==> config.mk <==
export PLATFORM = sky130hd
export DESIGN_NAME = mem_arbiter
export DESIGN_NICKNAME = d
export VERILOG_FILES = /design/src/rtl/mem_arb_pkg.sv /design/src/rtl/mem_arbiter_rr_pick.sv /design/src/rtl/mem_arbiter.sv
export SDC_FILE = /design/constraint.sdc
export NUM_CORES = 1
export LEC_CHECK = 0
export BUFFER_PORTS_ARGS = -buffer_cell sky130_fd_sc_hd__buf_2
export CORE_UTILIZATION = 42
export CTS_BUF_LIST = sky130_fd_sc_hd__clkbuf_4 sky130_fd_sc_hd__clkbuf_8
export DETAILED_ROUTE_END_ITERATION = 7
export PLACE_DENSITY = 0.86
export SYNTH_ARGS = -nofsm -noshare
export SYNTH_HDL_FRONTEND = slang
export SYNTH_SLANG_ARGS = --single-unit
export TNS_END_PERCENT = 10
==> constraint.sdc <==
create_clock -name clk -period 1.2 [get_ports clk]
set_input_delay 0.24 -clock clk [delete_from_list [all_inputs] [get_ports clk]]
set_output_delay 0.24 -clock clk [all_outputs]
set_load 0.02 [all_outputs]
==> src/rtl/mem_arb_pkg.sv <==
// rtl/mem_arb_pkg.sv - shared state encoding and default widths for the memory arbiter
package mem_arb_pkg;
  localparam int ADDR_W_DEF = 8;
  localparam int DATA_W_DEF = 8;

  typedef enum logic [1:0] {
    IDLE   = 2'd0,
    ACCESS = 2'd1,
    DONE   = 2'd2
  } state_t;
endpackage

==> src/rtl/mem_arbiter_rr_pick.sv <==
// rtl/mem_arbiter_rr_pick.sv - two-way round-robin winner selection, one-hot result
module rr_pick (
  input  logic [1:0] req,
  input  logic       last_m1,
  output logic [1:0] pick
);
  always_comb begin
    pick = 2'b00;
    // On a tie the master that did not win last time gets the memory
    if (req[0] && req[1]) begin
      pick = last_m1 ? 2'b01 : 2'b10;
    end else if (req[0]) begin
      pick = 2'b01;
    end else if (req[1]) begin
      pick = 2'b10;
    end
  end
endmodule

==> src/rtl/mem_arbiter.sv <==
// rtl/mem_arbiter.sv - two-master single-port memory arbiter, IDLE/ACCESS/DONE per transaction
module mem_arbiter
  import mem_arb_pkg::*;
#(
  parameter int ADDR_W = ADDR_W_DEF,
  parameter int DATA_W = DATA_W_DEF
) (
  input  logic              clk,
  input  logic              rst,
  input  logic              m0_req,
  input  logic              m0_we,
  input  logic [ADDR_W-1:0] m0_addr,
  input  logic [DATA_W-1:0] m0_wdata,
  input  logic              m1_req,
  input  logic              m1_we,
  input  logic [ADDR_W-1:0] m1_addr,
  input  logic [DATA_W-1:0] m1_wdata,
  output logic              m0_gnt,
  output logic              m1_gnt,
  output logic              m0_ack,
  output logic              m1_ack,
  output logic [DATA_W-1:0] rdata,
  output logic [ADDR_W-1:0] mem_addr,
  output logic              mem_we,
  output logic [DATA_W-1:0] mem_wdata,
  input  logic [DATA_W-1:0] mem_rdata,
  output logic              busy
);
  state_t            state, state_n;
  logic [1:0]        gnt, gnt_n;
  logic [1:0]        ack, ack_n;
  logic [1:0]        pick;
  logic              last_m1, last_m1_n;
  logic              lat_we, lat_we_n;
  logic              mem_we_n;
  logic [ADDR_W-1:0] mem_addr_n;
  logic [DATA_W-1:0] mem_wdata_n;
  logic [DATA_W-1:0] rdata_n;

  rr_pick u_pick (
    .req     ({m1_req, m0_req}),
    .last_m1 (last_m1),
    .pick    (pick)
  );

  always_comb begin
    state_n     = state;
    gnt_n       = gnt;
    ack_n       = 2'b00;
    last_m1_n   = last_m1;
    lat_we_n    = lat_we;
    mem_we_n    = mem_we;
    mem_addr_n  = mem_addr;
    mem_wdata_n = mem_wdata;
    rdata_n     = rdata;
    case (state)
      IDLE: begin
        if (|pick) begin
          gnt_n       = pick;
          last_m1_n   = pick[1];
          lat_we_n    = pick[1] ? m1_we    : m0_we;
          mem_we_n    = pick[1] ? m1_we    : m0_we;
          mem_addr_n  = pick[1] ? m1_addr  : m0_addr;
          mem_wdata_n = pick[1] ? m1_wdata : m0_wdata;
          state_n     = ACCESS;
        end
      end
      ACCESS: begin
        mem_we_n = 1'b0;
        state_n  = DONE;
      end
      DONE: begin
        // mem_addr is still held, so mem_rdata reflects the granted address
        if (!lat_we) begin
          rdata_n = mem_rdata;
        end
        ack_n   = gnt;
        gnt_n   = 2'b00;
        state_n = IDLE;
      end
      default: begin
        state_n = IDLE;
      end
    endcase
  end

  always_ff @(posedge clk or negedge rst) begin
    if (!rst) begin
      state     <= IDLE;
      gnt       <= 2'b00;
      ack       <= 2'b00;
      last_m1   <= 1'b1;
      lat_we    <= 1'b0;
      mem_we    <= 1'b0;
      mem_addr  <= '0;
      mem_wdata <= '0;
      rdata     <= '0;
    end else begin
      state     <= state_n;
      gnt       <= gnt_n;
      ack       <= ack_n;
      last_m1   <= last_m1_n;
      lat_we    <= lat_we_n;
      mem_we    <= mem_we_n;
      mem_addr  <= mem_addr_n;
      mem_wdata <= mem_wdata_n;
      rdata     <= rdata_n;
    end
  end

  assign m0_gnt = gnt[0];
  assign m1_gnt = gnt[1];
  assign m0_ack = ack[0];
  assign m1_ack = ack[1];
  assign busy   = (state != IDLE);
endmodule

==> reports/qor.log, run 1 <==
INFO  run_status     status=finished, violations left
INFO  run_status     failing_checks=negative setup slack
INFO  critical_path  regToRegEndpoint=rdata[5]
INFO  critical_path  cpMaxStageDelayCell=sky130_fd_sc_hd__dfrtp_2
INFO  clocking       clock_tree_from_tritoncts=built
INFO  timing         finalCriticalPeriod=1.32ns
INFO  placement      hpwlAfterDp=2530µm
INFO  timing         hold_viol=0
INFO  floorplan      floorplan.rows=21
INFO  critical_path  rrSetupSlack=-0.11ns
INFO  floorplan      core_area=0.00336mm²
INFO  timing         setup_repair_after_global_routing_missed_its_margin=yes
INFO  placement      dp_worst_setup_slack=-0.103ns
INFO  clocking       clk_transition_reported_paths=0.11ns
INFO  synthesis      yosysWarningCount=0
INFO  clocking       cts_num_sinks=33
INFO  routing        num_vias=1383
INFO  timing         actual_transition_at_the_worst_max_transition_pin=0.427ns
INFO  worst_hold_path timing.hold.worst_endpoint=rdata[3]
INFO  layout         layout.filler_cells=299
INFO  floorplan      boundaryPins=76
INFO  layout         finish.cell_count_without_fillers=276
INFO  placement      placement.io_buffers=75
INFO  global_routing number_of_antenna_violations_at_the_first_check_in_global_routing=0
INFO  floorplan      die_height=61.6µm
INFO  power_and_ir_drop static-leakage-power=1.09nW
INFO  routing        drt-initial-drc-count=23
INFO  global_routing gr-usage-all-layers=19.8%
INFO  layout         num_antenna_cells=0
INFO  global_routing first_global_vias=1252
INFO  power_and_ir_drop power.ir.vdd_worst=1380µV
INFO  timing         max_freq=0.756GHz
INFO  critical_path  crit_chain=nor2_4 -> inv_2 -> buf_6
INFO  critical_path  timing.critical_path.max_delay_family=flip-flops
INFO  floorplan      initial_core_util=44.3%
INFO  power_and_ir_drop power-per-cell-area=2770mW/mm²
INFO  synthesis      synth-async-reset-ratio=100%
INFO  timing         finalClockSkew=0.00957ns
INFO  critical_path  worst_setup_path_end_kind=primary output
INFO  critical_path  worst_ep_arrival_time=1.08ns
INFO  routing        drtAntennaViolNets=0
INFO  synthesis      postSynthAreaPerCell=10.6µm²
INFO  critical_path  worst-path-max-fanout=3
INFO  synthesis      netlist_instances=141
INFO  routing        drt-wirelength-per-cell=13.0µm
INFO  floorplan      design.die.area=0.00379mm²
INFO  clocking       worstSkewPairLatency=0.34ns
INFO  routing        detail_route.first_pass.iterations=4
INFO  global_routing grt_start_max_net_pins=20
INFO  routing        drc_errors=0
INFO  synthesis      synth_seq_area_share=55.5%
INFO  timing         max_slew_violations=0
INFO  placement      place_congestion=0.782
INFO  clocking       ctsLongestPathBuffers=2
INFO  worst_hold_path start_point_of_the_worst_min_delay_path=mem_rdata[3]
INFO  placement      place_inst=264
INFO  worst_hold_path path_class_of_the_lowest_slack_min_delay_path=in2reg
INFO  routing        postRouteWirelength=3600µm
INFO  critical_path  worst_setup_path_start_kind=flop
INFO  floorplan      die_w=61.6µm
INFO  job            max_cap_viol_count=0
INFO  layout         nets=275
INFO  layout         post_route_cells_drive_above_1_share=50.0%
INFO  critical_path  critPathBufInv=2
INFO  clocking       ctsHtreeMaxLevel=2
INFO  global_routing grt_overflow_total=0
INFO  critical_path  critical-path-max-stage-delay=0.46ns
INFO  synthesis      synth_ff_type=sky130_fd_sc_hd__dfrtp_1
INFO  power_and_ir_drop total_power_consumption_of_the_routed_design=0.00609W
INFO  timing         timing.final.crit_share=110%
INFO  routing        route.detailed.vias_per_inst=5.01
INFO  synthesis      mappedNetlistNets=187
INFO  critical_path  cell_count_of_the_worst_reg_to_reg_path=4
INFO  timing         setup_viol_count_final=16
INFO  timing         final_critical_path_setup_slack=-0.122ns
INFO  timing         slew_headroom=71.5%
INFO  synthesis      number_of_different_library_cells_in_the_post_synthesis_netlist=26
INFO  synthesis      synth_enable_flop_cells=0
INFO  global_routing first_pass_grt_wire_length=5290µm
INFO  layout         syn2layout_area_growth=47.4%
INFO  critical_path  path_class=reg2out
INFO  clocking       clk_root_buffer_cell=sky130_fd_sc_hd__clkbuf_4
INFO  synthesis      syn-cell-area=0.00149mm²
INFO  worst_hold_path whs_path_depth=2
INFO  clocking       cts_made_buffers=5
INFO  critical_path  data_required_time_of_the_worst_path=0.96ns
INFO  synthesis      yosys_register_bits=33
INFO  critical_path  timing.rr.start=state[1]
## cells by family after synthesis
kind of cell / share of synthesized area [%]
AO/OA/AOI/OAI: 18.6
AND/OR/NAND/NOR: 13.4
flip-flops: 55.5
multiplexers: 6.05
buffers and inverters: 6.46
## state kept, by name, indices dropped and copies added (netlist names), 2 cells and up
signal	cells
gnt	2
mem_addr	8
ack	2
mem_wdata	8
state	2
rdata	8
## cells in the mapped netlist (all sizes together), types with 2 or more instances
cell type  number  area, µm²
nand2          35        134
dfrtp          32        801
a21oi          21        105
a31oi          18        113
buf             9       88.8
mux2            8       90.1
nor2            4       25.0
and2            2       12.5
inv             2       7.50
nor2b           2       22.5
## worst max path at each step
stage | startpoint | endpoint | cells after the start
after floorplan | state[0] | rdata[0] | 4
after global placement | state[0] | rdata[0] | 3
after detailed placement | state[0] | rdata[6] | 3
after CTS | state[0] | busy | 3
after global routing | state[1] | busy | 3
final | state[0] | busy | 3
## cell usage in the layout (no fill, tap or decap), types with 2 or more instances in the layout
master                      instances
sky130_fd_sc_hd__buf_12             7
sky130_fd_sc_hd__nor2_4             2
sky130_fd_sc_hd__nor2_1             2
sky130_fd_sc_hd__nor2b_4            2
sky130_fd_sc_hd__a31oi_1           18
sky130_fd_sc_hd__bufinv_16          2
sky130_fd_sc_hd__buf_2             73
sky130_fd_sc_hd__mux2_4             8
sky130_fd_sc_hd__clkbuf_4           5
sky130_fd_sc_hd__dfrtp_1           31
sky130_fd_sc_hd__a21oi_1           21
sky130_fd_sc_hd__nand2_1           34
sky130_fd_sc_hd__buf_4              8
sky130_fd_sc_hd__and2_1             2
## through the flow
| step | area (µm²) | hold WS, ns | util, % | setup TNS (ns) |
|---|---|---|---|---|
| after floorplan | 1500 | -0.0556 | - | -0.567 |
| after global placement | 2000 | 0.191 | 59.4 | -0.437 |
| after detailed placement | 2000 | 0.198 | 59.4 | -0.893 |
| after CTS | 2190 | 0.121 | 65.2 | -0.934 |
| after global routing | 2200 | 0.100 | 65.3 | -2.97 |
| final | 2200 | 0.134 | 65.3 | -1.05 |
## repair_timing
action,4_1_cts,5_1_grt
endpoints found under the setup margin,27,32
gates resized for setup,13,1
hold buffers,1,0
setup buffers,3,0
hold endpoints to repair,15,0
gates cloned,0,0
pin swaps,1,0
## report_power, final
group          leakage [nW]  internal (W)  total, W  switching, W
Clock                0.0552      0.000645   0.00104      0.000390
Sequential            0.384       0.00167   0.00201      0.000344
Combinational         0.647       0.00140   0.00304       0.00164
Total                  1.09       0.00371   0.00609       0.00237
## metal layers
layer | share of wire [%] | global-route usage, % | vias to the layer above
li1 | - | - | 666
met1 | 39 | 19.6 | 648
met2 | 53 | 36.3 | 61
met3 | 6.0 | 7.56 | 8
met4 | 2.1 | 9.52 | 0
met5 | 0 | 0 | -
## area by class of cell
cell class	instances	area (µm²)	share of cell area [%]
timing repair buffer	90	587	26.7
clock buffer	5	37.5	1.71
clock inverter	3	65.1	2.96
sequential	33	828	37.7
inverter	2	7.51	0.342
multi-input combinational	97	613	27.9
tap	46	57.6	2.62
## worst register-to-register path, cell delays in order, from the launching register on
cell,delay [ns]
sky130_fd_sc_hd__dfrtp_1,0.43
sky130_fd_sc_hd__nor2b_4,0.17
sky130_fd_sc_hd__nor2b_4,0.16
sky130_fd_sc_hd__buf_12,0.14
sky130_fd_sc_hd__mux2_4,0.30
No activity file was read; power rests on OpenSTA's default activity.
==> run 2, diff against run 1 <==
--- a/config.mk
+++ b/config.mk
@@ -10,6 +10,7 @@
 export CTS_BUF_LIST = sky130_fd_sc_hd__clkbuf_4 sky130_fd_sc_hd__clkbuf_8
 export DETAILED_ROUTE_END_ITERATION = 7
 export PLACE_DENSITY = 0.86
+export SKIP_LAST_GASP = 1
 export SYNTH_ARGS = -nofsm -noshare
 export SYNTH_HDL_FRONTEND = slang
 export SYNTH_SLANG_ARGS = --single-unit
==> run 2 against run 1 <==
Compared with the run above:
- the run still ends with negative setup slack left
- die area stayed put
- combinational power is 2% lower
- worst setup slack worse by 0.0031 ns
- non-clock buffer count stayed put
- critical path type is now reg2reg
- worst hold slack worse by 0.0093 ns
- clock power hardly changed
- clock skew is 0.00071 ns higher
- flip-flop and latch count stayed put
- clock-buffer cell count stayed put
- core utilization is 0.48 points lower
==> reports/qor.log, run 2 (synthesized netlist as in run 1, its figures left out) <==
INFO  critical_path  worst_setup_path_start_kind=flop
INFO  critical_path  path_class=reg2reg
INFO  timing         timing.setup.tns=-1.31ns
INFO  timing         max_slew_violations=0
INFO  placement      hpwlAfterDp=2530µm
INFO  critical_path  timing.rr.start=state[1]
INFO  critical_path  data_required_time_of_the_worst_path=1.42ns
INFO  layout         syn2layout_area_growth=46.3%
INFO  clocking       cts_made_buffers=5
INFO  power_and_ir_drop switching_share=39.0%
INFO  layout         layout.cells.most_common=sky130_fd_sc_hd__buf_2
INFO  timing         timing.final.crit_share=110%
INFO  power_and_ir_drop power_frac_comb=49.5%
INFO  global_routing grt_start_max_net_pins=20
INFO  power_and_ir_drop p_seq_share=33.3%
INFO  floorplan      design.die.area=0.00379mm²
INFO  timing         setup_repair_after_global_routing_missed_its_margin=yes
INFO  clocking       worstSkewPairLatency=0.33ns
INFO  floorplan      die_w=61.6µm
INFO  routing        drtAntennaViolNets=0
INFO  clocking       cts_num_sinks=33
INFO  routing        postRouteWirelength=3510µm
INFO  timing         hold_viol=0
INFO  placement      place_congestion=0.782
INFO  timing         actual_transition_at_the_worst_max_transition_pin=0.426ns
INFO  power_and_ir_drop static-leakage-power=1.08nW
INFO  power_and_ir_drop power.ir.vdd_worst=1380µV
INFO  global_routing number_of_antenna_violations_at_the_first_check_in_global_routing=0
INFO  critical_path  worst_setup_path_endpoint=rdata[7]
INFO  clocking       ctsHtreeMaxLevel=2
INFO  critical_path  worst_ep_arrival_time=1.55ns
INFO  floorplan      core_area=0.00336mm²
INFO  layout         register_area=828µm²
INFO  critical_path  cell_count_of_the_worst_reg_to_reg_path=4
INFO  layout         layout.filler_cells=304
INFO  global_routing first_global_vias=1241
INFO  run_status     status=finished, violations left
INFO  routing        drc_errors=0
INFO  routing        drt-initial-drc-count=16
INFO  clocking       clk_transition_reported_paths=0.10ns
INFO  floorplan      boundaryPins=76
INFO  floorplan      floorplan.rows=21
INFO  placement      dp_worst_setup_slack=-0.103ns
INFO  job            max_cap_viol_count=0
INFO  routing        detail_route.first_pass.iterations=3
INFO  power_and_ir_drop power-per-cell-area=2760mW/mm²
INFO  clocking       clock_tree_from_tritoncts=built
INFO  clocking       clk_root_buffer_cell=sky130_fd_sc_hd__clkbuf_4
INFO  timing         finalClockSkew=0.0103ns
INFO  layout         multi_input_comb_area=599µm²
INFO  timing         setup_viol_count_final=24
INFO  layout         largestRegisters=mem_addr: 8 flops, mem_wdata: 8 flops, rdata: 8 flops
INFO  critical_path  regToRegEndpoint=rdata[7]
INFO  critical_path  critical-path-max-stage-delay=0.43ns
INFO  layout         layout_common_cells=74 x sky130_fd_sc_hd__buf_2, 34 x sky130_fd_sc_hd__nand2_1, 31 x sky130_fd_sc_hd__dfrtp_1
INFO  global_routing first_pass_grt_wire_length=5260µm
INFO  timing         slew_headroom=71.6%
INFO  floorplan      die_height=61.6µm
INFO  critical_path  rrSetupSlack=-0.13ns
INFO  critical_path  cpMaxStageDelayCell=sky130_fd_sc_hd__dfrtp_1
INFO  critical_path  crit_chain=nor2b_4 -> nor2b_4 -> buf_12 -> mux2_1
INFO  critical_path  cp-startpoint=state[1]
INFO  power_and_ir_drop pwr-share-clk=17.2%
INFO  routing        num_vias=1368
INFO  timing         final_critical_path_setup_slack=-0.125ns
INFO  layout         num_antenna_cells=0
INFO  floorplan      initial_core_util=44.3%
INFO  critical_path  worst-path-max-fanout=8
INFO  layout         nets=275
INFO  power_and_ir_drop total_power_consumption_of_the_routed_design=0.00601W
INFO  critical_path  cpMostUsedCell=sky130_fd_sc_hd__nor2b_4
INFO  power_and_ir_drop p_switching=0.00234W
INFO  global_routing gr-usage-all-layers=19.7%
INFO  placement      placement.io_buffers=75
INFO  routing        route.detailed.vias_per_inst=4.96
INFO  routing        drt-wirelength-per-cell=12.7µm
INFO  timing         finalCriticalPeriod=1.33ns
INFO  run_status     failing_checks=negative setup slack
INFO  layout         post_route_cells_drive_above_1_share=48.7%
INFO  critical_path  worst_setup_path_end_kind=flop
INFO  timing         max_freq=0.755GHz
INFO  worst_hold_path path_class_of_the_lowest_slack_min_delay_path=in2reg
INFO  power_and_ir_drop internal_portion_of_total_power=0.00366W
INFO  clocking       ctsLongestPathBuffers=2
INFO  global_routing grt_overflow_total=0
## run 2: through the flow
stage | cell area, µm² | instances | utilization, % | hold WS [ns]
after floorplan | 1500 | 141 | - | -0.0556
after global placement | 2000 | 264 | 59.4 | 0.191
after detailed placement | 2000 | 264 | 59.4 | 0.198
after CTS | 2170 | 276 | 64.6 | 0.106
after global routing | 2180 | 276 | 64.8 | 0.0901
final | 2180 | 276 | 64.8 | 0.125
## run 2: area by class of cell
class | count | area share (%)
inverter | 2 | 0.344
sequential | 33 | 38.0
tap | 46 | 2.64
multi-input combinational | 97 | 27.5
clock inverter | 3 | 2.99
clock buffer | 5 | 1.72
timing repair buffer | 90 | 26.8
## run 2: metal layers
layer / vias up / GRT usage [%] / wire length [µm]
met2: 55 / 35.6 / 1850
met3: 9 / 7.56 / 203
met5: - / 0 / 0
met1: 635 / 19.7 / 1380
met4: 0 / 9.52 / 74
li1: 669 / - / -
## run 2: critical path, delay by kind of cell (launching register included)
kind	cells	cell delay, ns
mux	1	0.31
simple gates	2	0.33
buf+inv	1	0.14
flops	1	0.43
## run 2: what timing repair did
| item | CTS | global route |
|---|---|---|
| hold buffers | 1 | 0 |
| resized for setup | 8 | 2 |
| endpoints found under the hold margin | 15 | 0 |
| pin swaps | 1 | 0 |
| endpoints found under the setup margin | 27 | 31 |
| buffers inserted | 3 | 0 |
## run 2: power by group through the flow
| stage | registers (W) | clock network (W) | logic (W) |
|---|---|---|---|
| after floorplan | 0.00259 | 0 | 0.00108 |
| after global placement | 0.00197 | 0 | 0.00270 |
| after detailed placement | 0.00200 | 0 | 0.00275 |
| after CTS | 0.00200 | 0.00105 | 0.00297 |
| after global routing | 0.00207 | 0.00110 | 0.00326 |
| final | 0.00200 | 0.00103 | 0.00297 |
## run 2: worst min path at each step
stage | depth (start not counted) | end | from
2_1_floorplan | 0 | ack[0] | rst
4_1_cts | 2 | rdata[5] | mem_rdata[5]
3_5_place_dp | 1 | mem_wdata[4] | rst
6_report | 2 | rdata[0] | mem_rdata[0]
3_3_place_gp | 1 | state[1] | rst
5_1_grt | 2 | rdata[0] | mem_rdata[0]
